File: src/rtl/barrett_reduce_pipe_pkg.sv
// Shared Kyber constants and compile-time helpers for Barrett reduction.
// The constant functions are reused by the NTT/INTT blocks as well.
package barrett_reduce_pipe_pkg;

    localparam int KYBER_Q = 3329;

    // Ceiling log2 of v; returns 0 for v <= 1.
    function automatic int clog2(input logic [127:0] v);
        int n;
        n = 0;
        for (int i = 0; i < 128; i++) begin
            if ((128'd1 << i) < v) n = i + 1;
        end
        return n;
    endfunction

    // Barrett multiplier M = floor(2^k / q).
    function automatic logic [127:0] barrett_m(input int q, input int k);
        return (128'd1 << k) / 128'(q);
    endfunction

    // Smallest multiple of q that is >= 2^(in_w-1). Adding it to any signed
    // in_w-bit value gives a non-negative number congruent to it mod q.
    function automatic logic [127:0] signed_off(input int q, input int in_w);
        logic [127:0] half;
        logic [127:0] qq;
        half = 128'd1 << (in_w - 1);
        qq   = 128'(q);
        return ((half + qq - 128'd1) / qq) * qq;
    endfunction

endpackage

File: src/rtl/barrett_reduce_pipe_lane.sv
// One lane of the 3-stage Barrett reduction datapath.
// Stage enables come from the shared control chain in the top; this module
// holds only data registers, so all lanes stay in lock-step.
module barrett_reduce_pipe_lane
    import barrett_reduce_pipe_pkg::*;
#(
    parameter int Q     = KYBER_Q,
    parameter int IN_W  = 32,
    parameter int OUT_W = 16,
    parameter int K     = 33
) (
    input  logic             clk,
    input  logic             rst,
    input  logic             en1,
    input  logic             en2,
    input  logic             en3,
    input  logic             sgn,
    input  logic [IN_W-1:0]  x,
    output logic [OUT_W-1:0] y
);

    // u needs one extra bit so a biased signed value never wraps.
    localparam int UW = IN_W + 1;
    // u * M is below 2^(UW+K), so this width holds the full product.
    localparam int PW = UW + K;

    localparam logic [UW-1:0] OFF = UW'(signed_off(Q, IN_W));
    localparam logic [K-1:0]  M   = K'(barrett_m(Q, K));
    localparam logic [UW-1:0] QU  = UW'(Q);

    logic [UW-1:0] u_in;
    logic [UW-1:0] u1;
    logic [UW-1:0] t1;
    logic [UW-1:0] u2;
    logic [UW-1:0] t2;
    logic [UW-1:0] tq;
    logic [UW-1:0] r;
    logic [UW-1:0] red;

    // Signed inputs are sign-extended and biased by a multiple of Q; the
    // modular add is exact because the true sum lies in [0, 2^UW).
    assign u_in = sgn ? ({x[IN_W-1], x} + OFF) : {1'b0, x};

    // Quotient estimate; it undershoots the true quotient by at most one.
    assign t1 = UW'((PW'(u1) * PW'(M)) >> K);

    // t*Q <= u, so the product and difference fit in UW bits.
    assign tq  = t2 * QU;
    assign r   = u2 - tq;
    assign red = (r >= QU) ? (r - QU) : r;

    // S1: capture the non-negative operand
    always_ff @(posedge clk) begin
        if (rst)      u1 <= '0;
        else if (en1) u1 <= u_in;
    end

    // S2: carry the operand forward with its quotient estimate
    always_ff @(posedge clk) begin
        if (rst) begin
            u2 <= '0;
            t2 <= '0;
        end else if (en2) begin
            u2 <= u1;
            t2 <= t1;
        end
    end

    // S3: single conditional subtract brings r from [0,2Q) into [0,Q)
    always_ff @(posedge clk) begin
        if (rst)      y <= '0;
        else if (en3) y <= OUT_W'(red);
    end

endmodule

File: src/rtl/barrett_reduce_pipe.sv
// Multi-lane pipelined Barrett reduction (x mod Q) with valid/ready on both
// sides. The top owns the single valid chain and tag pipe; lanes are pure
// datapath driven by the per-stage load enables.
module barrett_reduce_pipe
    import barrett_reduce_pipe_pkg::*;
#(
    parameter int Q     = KYBER_Q,
    parameter int IN_W  = 32,
    parameter int OUT_W = 16,
    parameter int LANES = 2,
    parameter int K     = 33,
    parameter int TAG_W = 8
) (
    input  logic                   clk,
    input  logic                   rst,
    input  logic                   in_valid,
    output logic                   in_ready,
    input  logic                   in_signed,
    input  logic [LANES*IN_W-1:0]  in_data,
    input  logic [TAG_W-1:0]       in_tag,
    output logic                   out_valid,
    input  logic                   out_ready,
    output logic [LANES*OUT_W-1:0] out_data,
    output logic [TAG_W-1:0]       out_tag
);

    // Stage valid bits, S1..S3; S3 is the output register.
    logic [3:1] vld_pipe;
    logic       ld1;
    logic       ld2;
    logic       ld3;
    logic       en1;
    logic       en2;
    logic       en3;

    logic [TAG_W-1:0] tag1;
    logic [TAG_W-1:0] tag2;

    logic [LANES-1:0][OUT_W-1:0] lane_out;

    // A stage may load when it is empty or its contents move on this cycle.
    // The chain is combinational from out_ready, so a full pipe accepts a new
    // input in the same cycle the consumer drains, without a bubble.
    assign ld3 = !vld_pipe[3] || out_ready;
    assign ld2 = !vld_pipe[2] || ld3;
    assign ld1 = !vld_pipe[1] || ld2;

    assign in_ready  = ld1;
    assign out_valid = vld_pipe[3];

    // Data registers only move when a real transaction enters the stage, so
    // out_data stays put while the output is idle.
    assign en1 = ld1 && in_valid;
    assign en2 = ld2 && vld_pipe[1];
    assign en3 = ld3 && vld_pipe[2];

    // Valid chain: each loading stage takes the valid of the stage before it
    always_ff @(posedge clk) begin
        if (rst) begin
            vld_pipe <= '0;
        end else begin
            if (ld1) vld_pipe[1] <= in_valid;
            if (ld2) vld_pipe[2] <= vld_pipe[1];
            if (ld3) vld_pipe[3] <= vld_pipe[2];
        end
    end

    // Tag sideband travels alongside the data with the same enables
    always_ff @(posedge clk) begin
        if (rst) begin
            tag1    <= '0;
            tag2    <= '0;
            out_tag <= '0;
        end else begin
            if (en1) tag1    <= in_tag;
            if (en2) tag2    <= tag1;
            if (en3) out_tag <= tag2;
        end
    end

    for (genvar i = 0; i < LANES; i++) begin : g_lane
        barrett_reduce_pipe_lane #(
            .Q     (Q),
            .IN_W  (IN_W),
            .OUT_W (OUT_W),
            .K     (K)
        ) u_lane (
            .clk (clk),
            .rst (rst),
            .en1 (en1),
            .en2 (en2),
            .en3 (en3),
            .sgn (in_signed),
            .x   (in_data[i*IN_W +: IN_W]),
            .y   (lane_out[i])
        );
    end

    assign out_data = lane_out;

endmodule

File: config.mk
export PLATFORM = sky130hd
export DESIGN_NAME = barrett_reduce_pipe
export DESIGN_NICKNAME = d
export VERILOG_FILES = /design/src/rtl/barrett_reduce_pipe_pkg.sv /design/src/rtl/barrett_reduce_pipe_lane.sv /design/src/rtl/barrett_reduce_pipe.sv
export SDC_FILE = /design/constraint.sdc
export NUM_CORES = 2
export LEC_CHECK = 0
export BUFFER_PORTS_ARGS = -buffer_cell sky130_fd_sc_hd__buf_2
export CAP_MARGIN = 20
export CORE_MARGIN = 1
export CORE_UTILIZATION = 60
export CTS_BUF_LIST = sky130_fd_sc_hd__clkbuf_2 sky130_fd_sc_hd__clkbuf_4 sky130_fd_sc_hd__clkbuf_8
export DETAILED_ROUTE_END_ITERATION = 6
export PLACE_DENSITY = 0.77
export RECOVER_POWER = 25
export SYNTH_ARGS = -nofsm -noshare
export SYNTH_HDL_FRONTEND = slang
export SYNTH_SLANG_ARGS = --single-unit
File: constraint.sdc
create_clock -name clk -period 16.2 [get_ports clk]
set_input_delay 2.43 -clock clk [delete_from_list [all_inputs] [get_ports clk]]
set_output_delay 2.43 -clock clk [all_outputs]
set_load 0.05 [all_outputs]
[Yosys cells after proc, flatten, opt, wreduce, memory -nomap -nowiden]
Cells that the tools add are included.
Operators by class
  reduce and logical (&&, ||, !) cells: 9
  $add $sub $neg: 6
  muxes and demuxes: 4
  $lt $le $gt $ge: 2
  multipliers: 4
Operators by type and width (count)
  $mul A33 B21 Y54 const B: 2
  $add A33 B32 Y33 const B: 2
  $ge A33 B12 Y1 const B: 2
  $mul A22 B12 Y33 const B: 2
  $mux W33: 2
  $sub A33 B33 Y33: 2
  $mux W16: 2
  $sub A16 B12 Y16 const B: 2
  $logic_and A1 B1 Y1: 3
  $logic_not A1 Y1: 3
  $logic_or A1 B1 Y1: 3
Storage, ports and cells
  register bits: 235
  logic and storage cells: 39
  input bits: 77

[Longest topological paths before layout]
  depth after elaboration: 5
  depth in mapped cells: 26
  gate-level depth less buffers: 26

[Modules after synthesis]
From an unflattened synthesis, not the netlist that was laid out.
Second synthesis, totals
  cells, all modules: 4604
  area, all modules: 44601.5 um^2
Modules (own cells, without submodules)
  barrett_reduce_pipe_lane at g_lane[0].u_lane: cells each 2307, times used 1, area an instance 21972.3 um^2
  barrett_reduce_pipe_lane at g_lane[1].u_lane: cells each 2183, times used 1, area an instance 21534.4 um^2
  barrett_reduce_pipe: cells each 114, times used 1, area an instance 1094.8 um^2

[Least setup slack after synthesis]
OpenSTA, ideal clock, no wires.
  path kind: register to register
  from: reg g_lane[1].u_lane.u1[16]
  to: reg g_lane[1].u_lane.t2[19]
  data arrival time: 6894 ps
  setup slack: 9244 ps
  cell stages (with the launch flop): 21
  path buffers: 0
  required time: 16138 ps
  cell sequence: dfxtp_1 fa_1 inv_1 fa_1 fa_1 inv_1 fa_1 fa_1 fa_1 fa_1 ha_1 nand3_1 or3_1 a2111oi_0 nor2_1 o41ai_1 a221oi_1 o21ai_1 o21ai_0 or4_1 nand3_1
Between the ends
  cells in the longest elaborated chain, start to end: 1
RTL lines
  from (decl): RTL line barrett_reduce_pipe_lane.sv:32  | logic [UW-1:0] u1;
  from (signal assigned): RTL line barrett_reduce_pipe_lane.sv:55  | else if (en1) u1 <= u_in;
  $mul A33 B21 Y54: RTL line barrett_reduce_pipe_lane.sv:45  | assign t1 = UW'((PW'(u1) * PW'(M)) >> K);
  to (signal assigned): RTL line barrett_reduce_pipe_lane.sv:65  | t2 <= t1;
  to (decl): RTL line barrett_reduce_pipe_lane.sv:35  | logic [UW-1:0] t2;
Every way passes these cells.
A chain may end at the register's enable or synchronous reset.

[Worst setup path after layout]
  from: reg g_lane[1].u_lane.u1[15]
  to: reg g_lane[1].u_lane.t2[19]
Same word-level chain as after synthesis.

==> run metrics <==
Min Hold Slack=451.7 ps; Placeable Area=72100 um2; Die W=272.9 um; DRT Wirelength=116.6 mm; failing checks=capacitance limit, slew limit; HPWL after DPL=98.87 mm; RD Place Congestion=0.9822; vias post-DR=33.06k; Final ANT Viol Nets=0; Worst Hold End=tag2[7]; Hold Startpoint=tag1[7]; Cell variety after synth=88; required time of the worst setup path=16820 ps; Max Cap Viol=2; largest net degree at the start of global routing=101; pre-CTS WS=7921 ps; Pins Over Slew Limit=93; Worst-Margin Slew=2695 ps; setup repair bufs after CTS=0; cts repair resizes=0; GRT overflow=0; gr usage total=32.69%; first-pass GRT wire length=188.4 mm; number of buffers created by CTS=45; commonest non-fill, non-tap cell in the layout=inv_1; clk_lat worst skew=690 ps; share of cells above drive strength 1=4.130%; Final Hold Viols=0; Yosys top cell by area=fa_1; unrepaired setup endpoints after global routing=no; initial antenna violation count=6; clk_skew=56.64 ps; die area=74480 um2; crit end category=register; Hold WC Path Type=register to register; Clock Sinks=235; setup slack, reg-to-reg=7820 ps; Synth Instances=4652; Fmax=119.3 MHz; H-tree depth=2; Synth Flop Type=dfxtp_1; CTS Buffer Depth=3; Initial Util=61.08%; Synth area leaders=fa_1, ha_1, dfxtp_1; Final setup viols=0; status=complete, but fails checks; startpoint type of the worst setup path=register; asr flop ratio synth=0%; 1st-pass router iterations=5; Rows=98; CP arrival=9010 ps; Vias/cell=5.800; Worst R2R Start=g_lane[1].u_lane.u1[15]; post-synthesis average cell area=9.466 um2; setup TNS=0 ps; Worst Hold Path Cells=2; register area share after synthesis=10.68%; EDFF count, synth=0; Iteration-0 DRC Markers=2335; CP Max Fanout=9; port bufs=118; mapped cell area=44030 um2; vias in the first global route=34.83k; most frequent cells in the layout=inv_1, fa_1, ha_1, nand2_1, a21oi_1; terminus of the critical flop-to-flop path=g_lane[1].u_lane.t2[19]; worst rel slew slack=-80.09%; Routed wire per std cell=20.46 um; area of the multi-input gates=35090 um2; DRC violations left=0; Syn Nets=6247; Ys Warns=0; CTS tree=done; slack of the critical path=7818 ps; Final Cycle Share=51.74%; final-stage net count=6315; CP Class=register to register; die height=272.9 um; clock root cell=clkbuf_8; min Tclk post-route=8382 ps; clock-pin slew on the worst setup and hold paths=60 ps; Worst Reg-to-Reg Cells=20; number of synthesized register bits=235; io pins=119; post-cts hold buffer count=0; filler cell count=5987; Reg area=4705 um2; area grow syn2layout=5.333%; Yosys top cell area share=34.73%
[layout make-up]
cell class	count	area share, %
clock inverters	13	0.3345
diodes	4	0.02158
inverters	1022	8.271
well taps	950	2.563
repair buffers	130	1.351
flip-flops and latches	235	10.14
multi-input cells	3286	75.66
clock buffers	60	1.659
[critical path, stage by stage (launching register included)]
cell	delay, ps
dfxtp_1	710
fa_1	620
inv_1	120
fa_1	450
fa_1	520
inv_1	50
fa_1	560
fa_1	430
fa_1	520
fa_1	440
ha_1	360
nand3_1	120
or3_1	460
a2111oi_0	500
nor2_1	230
o41ai_1	940
a221oi_1	300
o21ai_1	360
o21ai_0	150
or4_1	400
nand3_1	100
[cells in the mapped netlist, drive strengths merged, types with 9 or more instances]
library cell	n
o21a	15
a21oi	256
nor4b	12
inv	1022
a211o	9
fa	764
a311oi	22
a31oi	30
and2	14
nor2b	17
and4	10
nor3	42
or3	33
nor4	16
a21o	65
nand2b	22
xor2	65
clkbuf	100
and3	24
o211ai	18
nor2	185
ha	754
a211oi	74
o21bai	11
nand3	70
dfxtp	235
buf	9
nand3b	9
o31ai	10
a22o	13
or2	9
xnor2	82
nand2	363
o21ai	104
nand4	38
[registers in the layout, indices dropped and copies added (netlist names)]
name and count:
vld_pipe 3, g_lane.u_lane.t2 44, tag2 8, g_lane.u_lane.y 32, tag1 8, out_tag 8
g_lane.u_lane.u1 66, g_lane.u_lane.u2 66
[layer usage]
layer,share of wire [%],vias up,global-route usage [%]
li1,-,15290,-
met1,42,16440,42.97
met2,47,1095,53.81
met3,7.9,235,6.959
met4,3.5,0,10.53
met5,0,-,0
[logic make-up after synthesis]
| group | count (synthesis) | share of synthesized area (%) |
|---|---|---|
| compound gates | 710 | 10.50 |
| buf+inv | 1131 | 9.686 |
| xor+xnor | 148 | 2.975 |
| mux | 9 | 0.2159 |
| flops | 235 | 10.68 |
| simple gates | 901 | 9.786 |
| fa+ha+maj | 1518 | 56.16 |
[per-stage QoR]
stage | utilization, % | area [um2] | instances
after global routing | 64.33 | 46380 | 5699
after floorplan | - | 44030 | 4652
after CTS | 64.41 | 46440 | 5696
after detailed placement | 63.13 | 45520 | 5623
after global placement | 63.13 | 45520 | 5623
final | 64.33 | 46380 | 5700
[worst max-delay path by stage]
stage,startpoint,end,depth (start not counted)
finish,g_lane[1].u_lane.u1[15],g_lane[1].u_lane.t2[19],20
detailed placement,g_lane[1].u_lane.u1[15],g_lane[1].u_lane.t2[19],20
CTS,g_lane[1].u_lane.u1[16],g_lane[1].u_lane.t2[19],20
floorplan,g_lane[1].u_lane.u1[16],g_lane[1].u_lane.t2[19],20
global route,g_lane[1].u_lane.u1[15],g_lane[1].u_lane.t2[19],20
global placement,g_lane[1].u_lane.u1[15],g_lane[1].u_lane.t2[19],20
Power is not shown: default switching activity piles up to over one toggle a cycle in this logic, so the estimate is an artifact.
